<file path="config.mk">
export PLATFORM = sky130hd
export DESIGN_NAME = irq_controller
export DESIGN_NICKNAME = d
export VERILOG_FILES = /design/src/rtl/irq_controller_pkg.sv /design/src/rtl/irq_prio_enc.sv /design/src/rtl/irq_controller.sv
export SDC_FILE = /design/constraint.sdc
export NUM_CORES = 1
export LEC_CHECK = 0
export BUFFER_PORTS_ARGS = -buffer_cell sky130_fd_sc_hd__buf_4
export CAP_MARGIN = 40
export CELL_PAD_IN_SITES_DETAIL_PLACEMENT = 1
export CELL_PAD_IN_SITES_GLOBAL_PLACEMENT = 1
export CORE_MARGIN = 3
export CORE_UTILIZATION = 32
export CTS_CLUSTER_SIZE = 25
export DETAILED_ROUTE_END_ITERATION = 10
export MAX_ROUTING_LAYER = met4
export PLACE_DENSITY_LB_ADDON = 0.1
export SYNTH_ARGS = -nofsm -noshare
export SYNTH_HDL_FRONTEND = slang
export SYNTH_SLANG_ARGS = --single-unit
</file>
<file path="constraint.sdc">
create_clock -name Clk -period 1.8 [get_ports Clk]
set_input_delay 0.09 -clock Clk [delete_from_list [all_inputs] [get_ports Clk]]
set_output_delay 0.09 -clock Clk [all_outputs]
set_load 0.005 [all_outputs]
</file>
<file path="src/rtl/irq_controller_pkg.sv">
// Shared definitions for the exception/interrupt controller and the core's PC reset.
package irq_controller_pkg;

  // Bit positions in the one-hot cause register
  localparam int CAUSE_ERR  = 0;
  localparam int CAUSE_OVF  = 1;
  localparam int CAUSE_SRC0 = 2;

  localparam logic [31:0] VECTOR_DEF  = 32'h8000_0008;
  localparam logic [31:0] EPC_RST_DEF = 32'h8000_0000;

  typedef enum logic {
    USER    = 1'b0,
    HANDLER = 1'b1
  } irq_state_e;

endpackage

</file>
<file path="src/rtl/irq_prio_enc.sv">
// Fixed-priority encoder: bit 0 wins; one-hot grant plus any-request flag.
module irq_prio_enc #(
  parameter int N = 5
) (
  input  logic [N-1:0] req_i,
  output logic [N-1:0] gnt_o,
  output logic         valid_o
);

  logic found;

  always_comb begin
    gnt_o = '0;
    found = 1'b0;
    for (int i = 0; i < N; i++) begin
      if (req_i[i] && !found) begin
        gnt_o[i] = 1'b1;
        found    = 1'b1;
      end
    end
  end

  assign valid_o = |req_i;

endmodule

</file>
<file path="src/rtl/irq_controller.sv">
// Exception/interrupt controller for the single-cycle MIPS32 core: priority, mask, EPC/Cause.
// state   | meaning
// USER    | normal execution; exceptions and unmasked pending interrupts are taken
// HANDLER | handler running; only exceptions are recognised (double fault)
module irq_controller
  import irq_controller_pkg::*;
#(
  parameter int          NSRC    = 3,
  parameter logic [31:0] VECTOR  = VECTOR_DEF,
  parameter logic [31:0] EPC_RST = EPC_RST_DEF
) (
  input  logic            Clk,
  input  logic            Rst,
  input  logic [31:0]     pc_i,
  input  logic            exc_err_i,
  input  logic            exc_ovf_i,
  input  logic [NSRC-1:0] irq_src_i,
  input  logic            mask_wr_i,
  input  logic [NSRC-1:0] mask_data_i,
  input  logic            eret_i,
  output logic            take_o,
  output logic [31:0]     vector_o,
  output logic [31:0]     epc_o,
  output logic [31:0]     cause_o,
  output logic [NSRC-1:0] pending_o,
  output logic [NSRC-1:0] mask_o,
  output logic            in_handler_o,
  output logic            fault_o
);

  localparam int NREQ = NSRC + 2;

  irq_state_e      state_q, state_d;
  logic [NSRC-1:0] pending_q, pending_d;
  logic [NSRC-1:0] mask_q, mask_d;
  logic [NSRC-1:0] src_prev_q;
  logic [31:0]     epc_q, epc_d;
  logic [31:0]     cause_q, cause_d;
  logic            fault_q, fault_d;

  logic [NSRC-1:0] irq_req;
  logic [NREQ-1:0] req, gnt;
  logic            req_valid;

  // Interrupts are invisible to the encoder while a handler runs
  assign irq_req = (state_q == USER) ? (pending_q & mask_q) : '0;

  always_comb begin
    req                     = '0;
    req[CAUSE_ERR]          = exc_err_i;
    req[CAUSE_OVF]          = exc_ovf_i;
    req[CAUSE_SRC0 +: NSRC] = irq_req;
  end

  irq_prio_enc #(.N(NREQ)) u_prio (
    .req_i   (req),
    .gnt_o   (gnt),
    .valid_o (req_valid)
  );

  assign take_o = req_valid & Rst;

  always_comb begin
    state_d   = state_q;
    pending_d = pending_q;
    mask_d    = mask_q;
    epc_d     = epc_q;
    cause_d   = cause_q;
    fault_d   = fault_q;
    case (state_q)
      USER: begin
        if (take_o) begin
          epc_d             = pc_i;
          cause_d           = '0;
          cause_d[NREQ-1:0] = gnt;
          pending_d         = pending_q & ~gnt[CAUSE_SRC0 +: NSRC];
          state_d           = HANDLER;
        end
      end
      HANDLER: begin
        if (take_o) fault_d = 1'b1;
        else if (eret_i) state_d = USER;
      end
      default: state_d = USER;
    endcase
    // A new edge on the same cycle as its take is kept as a fresh event
    pending_d = pending_d | (irq_src_i & ~src_prev_q);
    if (mask_wr_i) mask_d = mask_data_i;
  end

  always_ff @(posedge Clk or negedge Rst) begin
    if (!Rst) begin
      state_q    <= USER;
      pending_q  <= '0;
      mask_q     <= '1;
      src_prev_q <= '0;
      epc_q      <= EPC_RST;
      cause_q    <= '0;
      fault_q    <= 1'b0;
    end else begin
      state_q    <= state_d;
      pending_q  <= pending_d;
      mask_q     <= mask_d;
      src_prev_q <= irq_src_i;
      epc_q      <= epc_d;
      cause_q    <= cause_d;
      fault_q    <= fault_d;
    end
  end

  assign vector_o     = VECTOR;
  assign epc_o        = epc_q;
  assign cause_o      = cause_q;
  assign pending_o    = pending_q;
  assign mask_o       = mask_q;
  assign in_handler_o = (state_q == HANDLER);
  assign fault_o      = fault_q;

endmodule

</file>
* Word level (Yosys, flattened, before mapping)
Cells that the tools add are included.
** Word-level totals
- Register bits after elaboration :: 48
- Bits of input ports :: 44
- Output and inout bits :: 105
- Logic and storage cells :: 41
** Cells by class
- Multiplexer cells :: 15
- Bitwise gates (word level) :: 8
- Reductions and logical operators :: 11
** Operators by type and width (count)
- $mux W1 :: 11
- $and A3 B3 Y3 :: 3
- $mux W3 :: 3
- $not A3 Y3 :: 2
- $reduce_or A5 Y1 :: 1
- $logic_and A1 B1 Y1 :: 4
- $logic_not A1 Y1 :: 4
- $reduce_and A2 Y1 :: 2
- $or A3 B3 Y3 :: 1
- $pmux W1 S2 :: 1
- $and A1 B1 Y1 :: 1
- $not A1 Y1 :: 1

* Logic depth before layout (Yosys ltp)
- Depth in word-level cells :: 18
- Mapped depth :: 4

* Hierarchy
Synthesis repeated with hierarchy kept, for this count alone.
** Unflattened totals
- Cells, all modules :: 179
- Area total of the unflattened synthesis :: 2474.9 um^2
** By module, submodules not included
- irq_controller :: instances 1, cells each 172, area an instance 2419.8 um^2
- irq_prio_enc :: instances 1, cells each 7, area an instance 55.1 um^2

* Worst setup path before layout
OpenSTA, ideal clock, no wires.
- Path type :: flip-flop to flip-flop
- Start :: reg mask_q[1] (netlist: mask_o[1])
- End :: reg epc_q[0] (netlist: epc_o[0])
- Setup time :: 0.125 ns
- Arrival time :: 1.481 ns
- Data required time :: 1.675 ns
- Path slack :: 0.194 ns
- Stages on the path, launching flop included :: 5
- Cell sequence :: dfstp_2 nand2_1 a31oi_4 buf_6 mux2_4
** Between the ends
- Word-level cells in the longest chain between the ends :: 5
** RTL lines
- start: declaration :: line irq_controller.sv:35 : logic [NSRC-1:0] mask_q, mask_d;
- start signal: assignment :: line irq_controller.sv:103 : mask_q <= mask_d;
- $and A3 B3 Y3 :: line irq_controller.sv:46 : assign irq_req = (state_q == USER) ? (pending_q & mask_q) : '0;
- $mux W3 :: line irq_controller.sv:46
- $reduce_or A5 Y1 :: line irq_prio_enc.sv:23 : assign valid_o = |req_i;
- $and A1 B1 Y1 :: line irq_controller.sv:61 : assign take_o = req_valid & Rst;
- $reduce_and A2 Y1 (no line)
- end signal: assignment :: line irq_controller.sv:105 : epc_q <= epc_d;
- end: declaration :: line irq_controller.sv:37 : logic [31:0] epc_q, epc_d;
No other way between the ends.
A chain may end at the register's enable or synchronous reset.

* Worst setup path after layout
- Start :: reg pending_q[0] (netlist: pending_o[0])
- End :: out take_o
** Between the ends
- Word-level cells in the longest chain between the ends :: 4
** RTL lines
- start: declaration :: line irq_controller.sv:34 : logic [NSRC-1:0] pending_q, pending_d;
- start signal: assignment :: line irq_controller.sv:102 : pending_q <= pending_d;
- $and A3 B3 Y3 :: line irq_controller.sv:46
- $mux W3 :: line irq_controller.sv:46
- $reduce_or A5 Y1 :: line irq_prio_enc.sv:23
- $and A1 B1 Y1 :: line irq_controller.sv:61
- end: declaration :: line irq_controller.sv:21 : output logic take_o,
No other way between the ends.

==> summary.txt <==
STA
  – Final Max Tran Viols: 0
  – Finish-stage setup viols: 0
  – Final worst-path setup slack: 113.6 ps
  – Final setup TNS: 0 ps
  – Worst Tran Pin Value: 503.9 ps
  – Final min period: 1686 ps
  – Worst slew margin: between 60% and 70%
  – Fin crit share: a little over nine tenths
  – Clock skew: 5.326 ps
  – Fmax: about 590 MHz
  – Hold Fails Final Rpt: 0
  – RSZ-0062 raised after global routing: false

Final layout
  – Area growth syn-to-layout: 31.64%
  – Fin nets: 336
  – N_diodes: 0
  – Final Util: between 40% and 50%
  – Share of cells above drive strength 1: about half
  – Filler cell count: 805

Logic synthesis
  – Register area share after synthesis: between 40% and 50%
  – Most frequent cells after synthesis: buf_4 (59), dfrtp_1 (44), mux2_4 (28), inv_1 (10), mux2_2 (7)
  – Synth top area share: a little under half
  – Post-synth top flop: dfrtp_1
  – Mapped Area: 0.002432 mm²
  – Post-synth ARST share: between 90% and 100%
  – Seq cells post-synth: 48
  – Cells after Synth: around 190
  – Area leader, netlist: dfrtp_1
  – Ys Warns: 0
  – Top cells by area, synth: dfrtp_1 (45%), buf_4 (18%), mux2_4 (17%), dfstp_2 (4.3%), mux2_2 (3.2%)
  – EDFF count, synth: 0
  – Most frequent cell after synthesis: buf_4
  – Synth unique cells: 26
  – Mapped Avg Cell Area: around 13 µm²

Routing
  – DRC viols: 0
  – Drt initial violations: 31
  – Drt pass-1 iters: 4
  – Final wirelength: about 5500 µm
  – Post-DRT Antenna Nets: 0
  – Vias per cell: 4.013
  – Detailed-route wire length per cell: between 10 and 15 µm
  – DR vias: 1573

Power and ir drop
  – Internal Pwr Total: 2.316 mW
  – Switching part of the total: 26.03%
  – VDD IR max: between 0.2 and 0.3 mV
  – P_leak: ~1.6 nW
  – Clk pwr share: about a quarter
  – Reg power frac: between 40% and 50%
  – PD cells: about 980 mW/mm²
  – Net Sw Power: around 0.8 mW
  – Part of the power in combinational logic: 29.3%

Clocking
  – Bufs on Longest Clock Path: 2
  – CTS H-tree depth: 2
  – Resize count post-CTS: 0
  – CTS tree: built
  – CTS Root Cell: clkbuf_8
  – CTS sink cnt: 48
  – Worst-Skew Late Latency: ~300 ps
  – CTS clk-pin slew, worst paths: around 90 ps
  – Clock buffer count from CTS: 5

GRT
  – Initial antenna violation count: 0
  – Tot GR Track Use: between 10% and 20%
  – Largest net degree at the start of global routing: 40
  – First-pass GRT wire length: 8342 µm
  – GRT overflow: 0
  – Vias in the first global route: ~1600

Worst setup path
  – Critical path arrival: about 1600 ps
  – Reg-to-Reg Start: mask_o[0]
  – Critical Path Fanout Max: 6
  – R2R Path End: epc_o[12]
  – Crit end category: primary output
  – Worst reg2reg setup slack: about 120 ps
  – Reg2Reg Depth: 5
  – Critical path data required time: ~1700 ps
  – Worst Setup Start Kind: register
  – Critical Setup Path Class: reg -> out

Placed design
  – Hpwl dp: slightly above 4000 µm
  – PortBufs: 89
  – Routability cong.: around 0.66
  – Setup slack at placement: roughly 150 ps

Floorplanning
  – Die height: a little over 90 µm
  – Area of the core: ~0.0073 mm²
  – Total die area: 0.008683 mm²
  – Rows: 31
  – Die width: a little over 90 µm
  – Top-Level Pins: 149
  – Initial Utilization: about a third

Worst hold path
  – Worst Hold End: epc_o[28]
  – Worst Hold Class: in -> reg
  – WHS Path Cells: 2
  – Hold Startpoint: pc_i[28]

Run
  – MaxCap Viol Count: 0

Run status
  – Outcome: completed
==> cells in the final DEF, fill, tap and decap left out, drive strengths merged <==
master        n
a211oi        1
a21oi         2
a22o          3
a31oi         3
a32o          1
and3          1
buf          97
bufinv        1
clkbuf        6
clkinv        1
conb         59
dfrtp        44
dfstp         4
dlygate4sd3   6
inv          10
mux2         35
nand2         6
nand2b        1
nand3         3
nand4         1
nor2          2
nor2b         1
o21ai         1
o21bai        1
o22ai         2
o32ai         1
==> worst max path at each step <==
| stage | start | end | slack [ps] | cells past startpoint |
|---|---|---|---|---|
| final | pending_o[0] | take_o | 110 | 5 |
| after global routing | pending_o[0] | take_o | 30 | 5 |
| after CTS | pending_o[0] | take_o | 3 | 5 |
| after detailed placement | mask_o[2] | epc_o[7] | 150 | 4 |
| after global placement | in_handler_o | epc_o[6] | 170 | 4 |
| after floorplan | mask_o[1] | epc_o[0] | 190 | 4 |
==> cell type report <==
| cell class | instances | area (µm²) | area share, % |
|---|---|---|---|
| flip-flops and latches | 48 | 1206 | 37.67 |
| multi-input cells | 124 | 925.9 | 28.92 |
| repair buffers | 103 | 800.8 | 25.01 |
| well taps | 99 | 123.9 | 3.869 |
| clock buffers | 6 | 72.57 | 2.267 |
| inverters | 10 | 37.54 | 1.172 |
| clock inverters | 2 | 35.03 | 1.094 |
==> per-stage QoR <==
step	instances	power, mW	hold slack (ps)	instance area, µm²
after floorplan	244	1.936	-205.6	2646
after global placement	377	2.355	50.68	3027
after detailed placement	377	2.370	53.86	3027
after CTS	389	3.172	1.206	3174
after global routing	392	3.315	0.8897	3202
final	392	3.130	14.26	3202
==> worst max-delay path: stages (launching register included) <==
cell and delay (ps):
dfrtp_1 450, a211oi_4 240, buf_4 180, nand3_1 110, and3_1 200, buf_4 130
==> repair_timing <==
| item | in CTS | in global routing |
|---|---|---|
| buffers inserted | 0 | 1 |
| endpoints found under the setup margin | 0 | 1 |
| hold buffers | 4 | 2 |
| endpoints found under the hold margin | 12 | 2 |
==> sequential cells by signal (all words and copies together) (netlist names) <==
name	flops
cause_o	5
epc_o	32
fault_o	1
in_handler_o	1
mask_o	3
pending_o	3
src_prev_q	3
==> per-layer routing <==
metal	track usage, %	wire [µm]	up-vias
met5	-	0	-
met4	4.396	61	0
met3	3.218	421	7
met2	18.60	2529	81
met1	17.25	2439	775
li1	-	-	710
==> power by group through the flow <==
| stage | logic [mW] | registers [mW] | clock network, mW |
|---|---|---|---|
| floorplan | 0.482 | 1.45 | 0 |
| global placement | 0.899 | 1.46 | 0 |
| detailed placement | 0.912 | 1.46 | 0 |
| CTS | 0.926 | 1.44 | 0.808 |
| global route | 0.998 | 1.46 | 0.853 |
| finish | 0.917 | 1.43 | 0.781 |
==> kinds of logic (layout without fill, tap and decap cells) <==
group | Yosys count | in the layout | synth area share, %
and+or+nand+nor | 15 | 15 | 2.881
muxes | 35 | 35 | 20.52
buffers and inverters | 72 | 121 | 21.14
AOI/OAI and AO/OA | 15 | 15 | 5.556
other | 2 | 59 | 0.3088
DFF | 48 | 48 | 49.59
(Power assumes the default switching activity.)
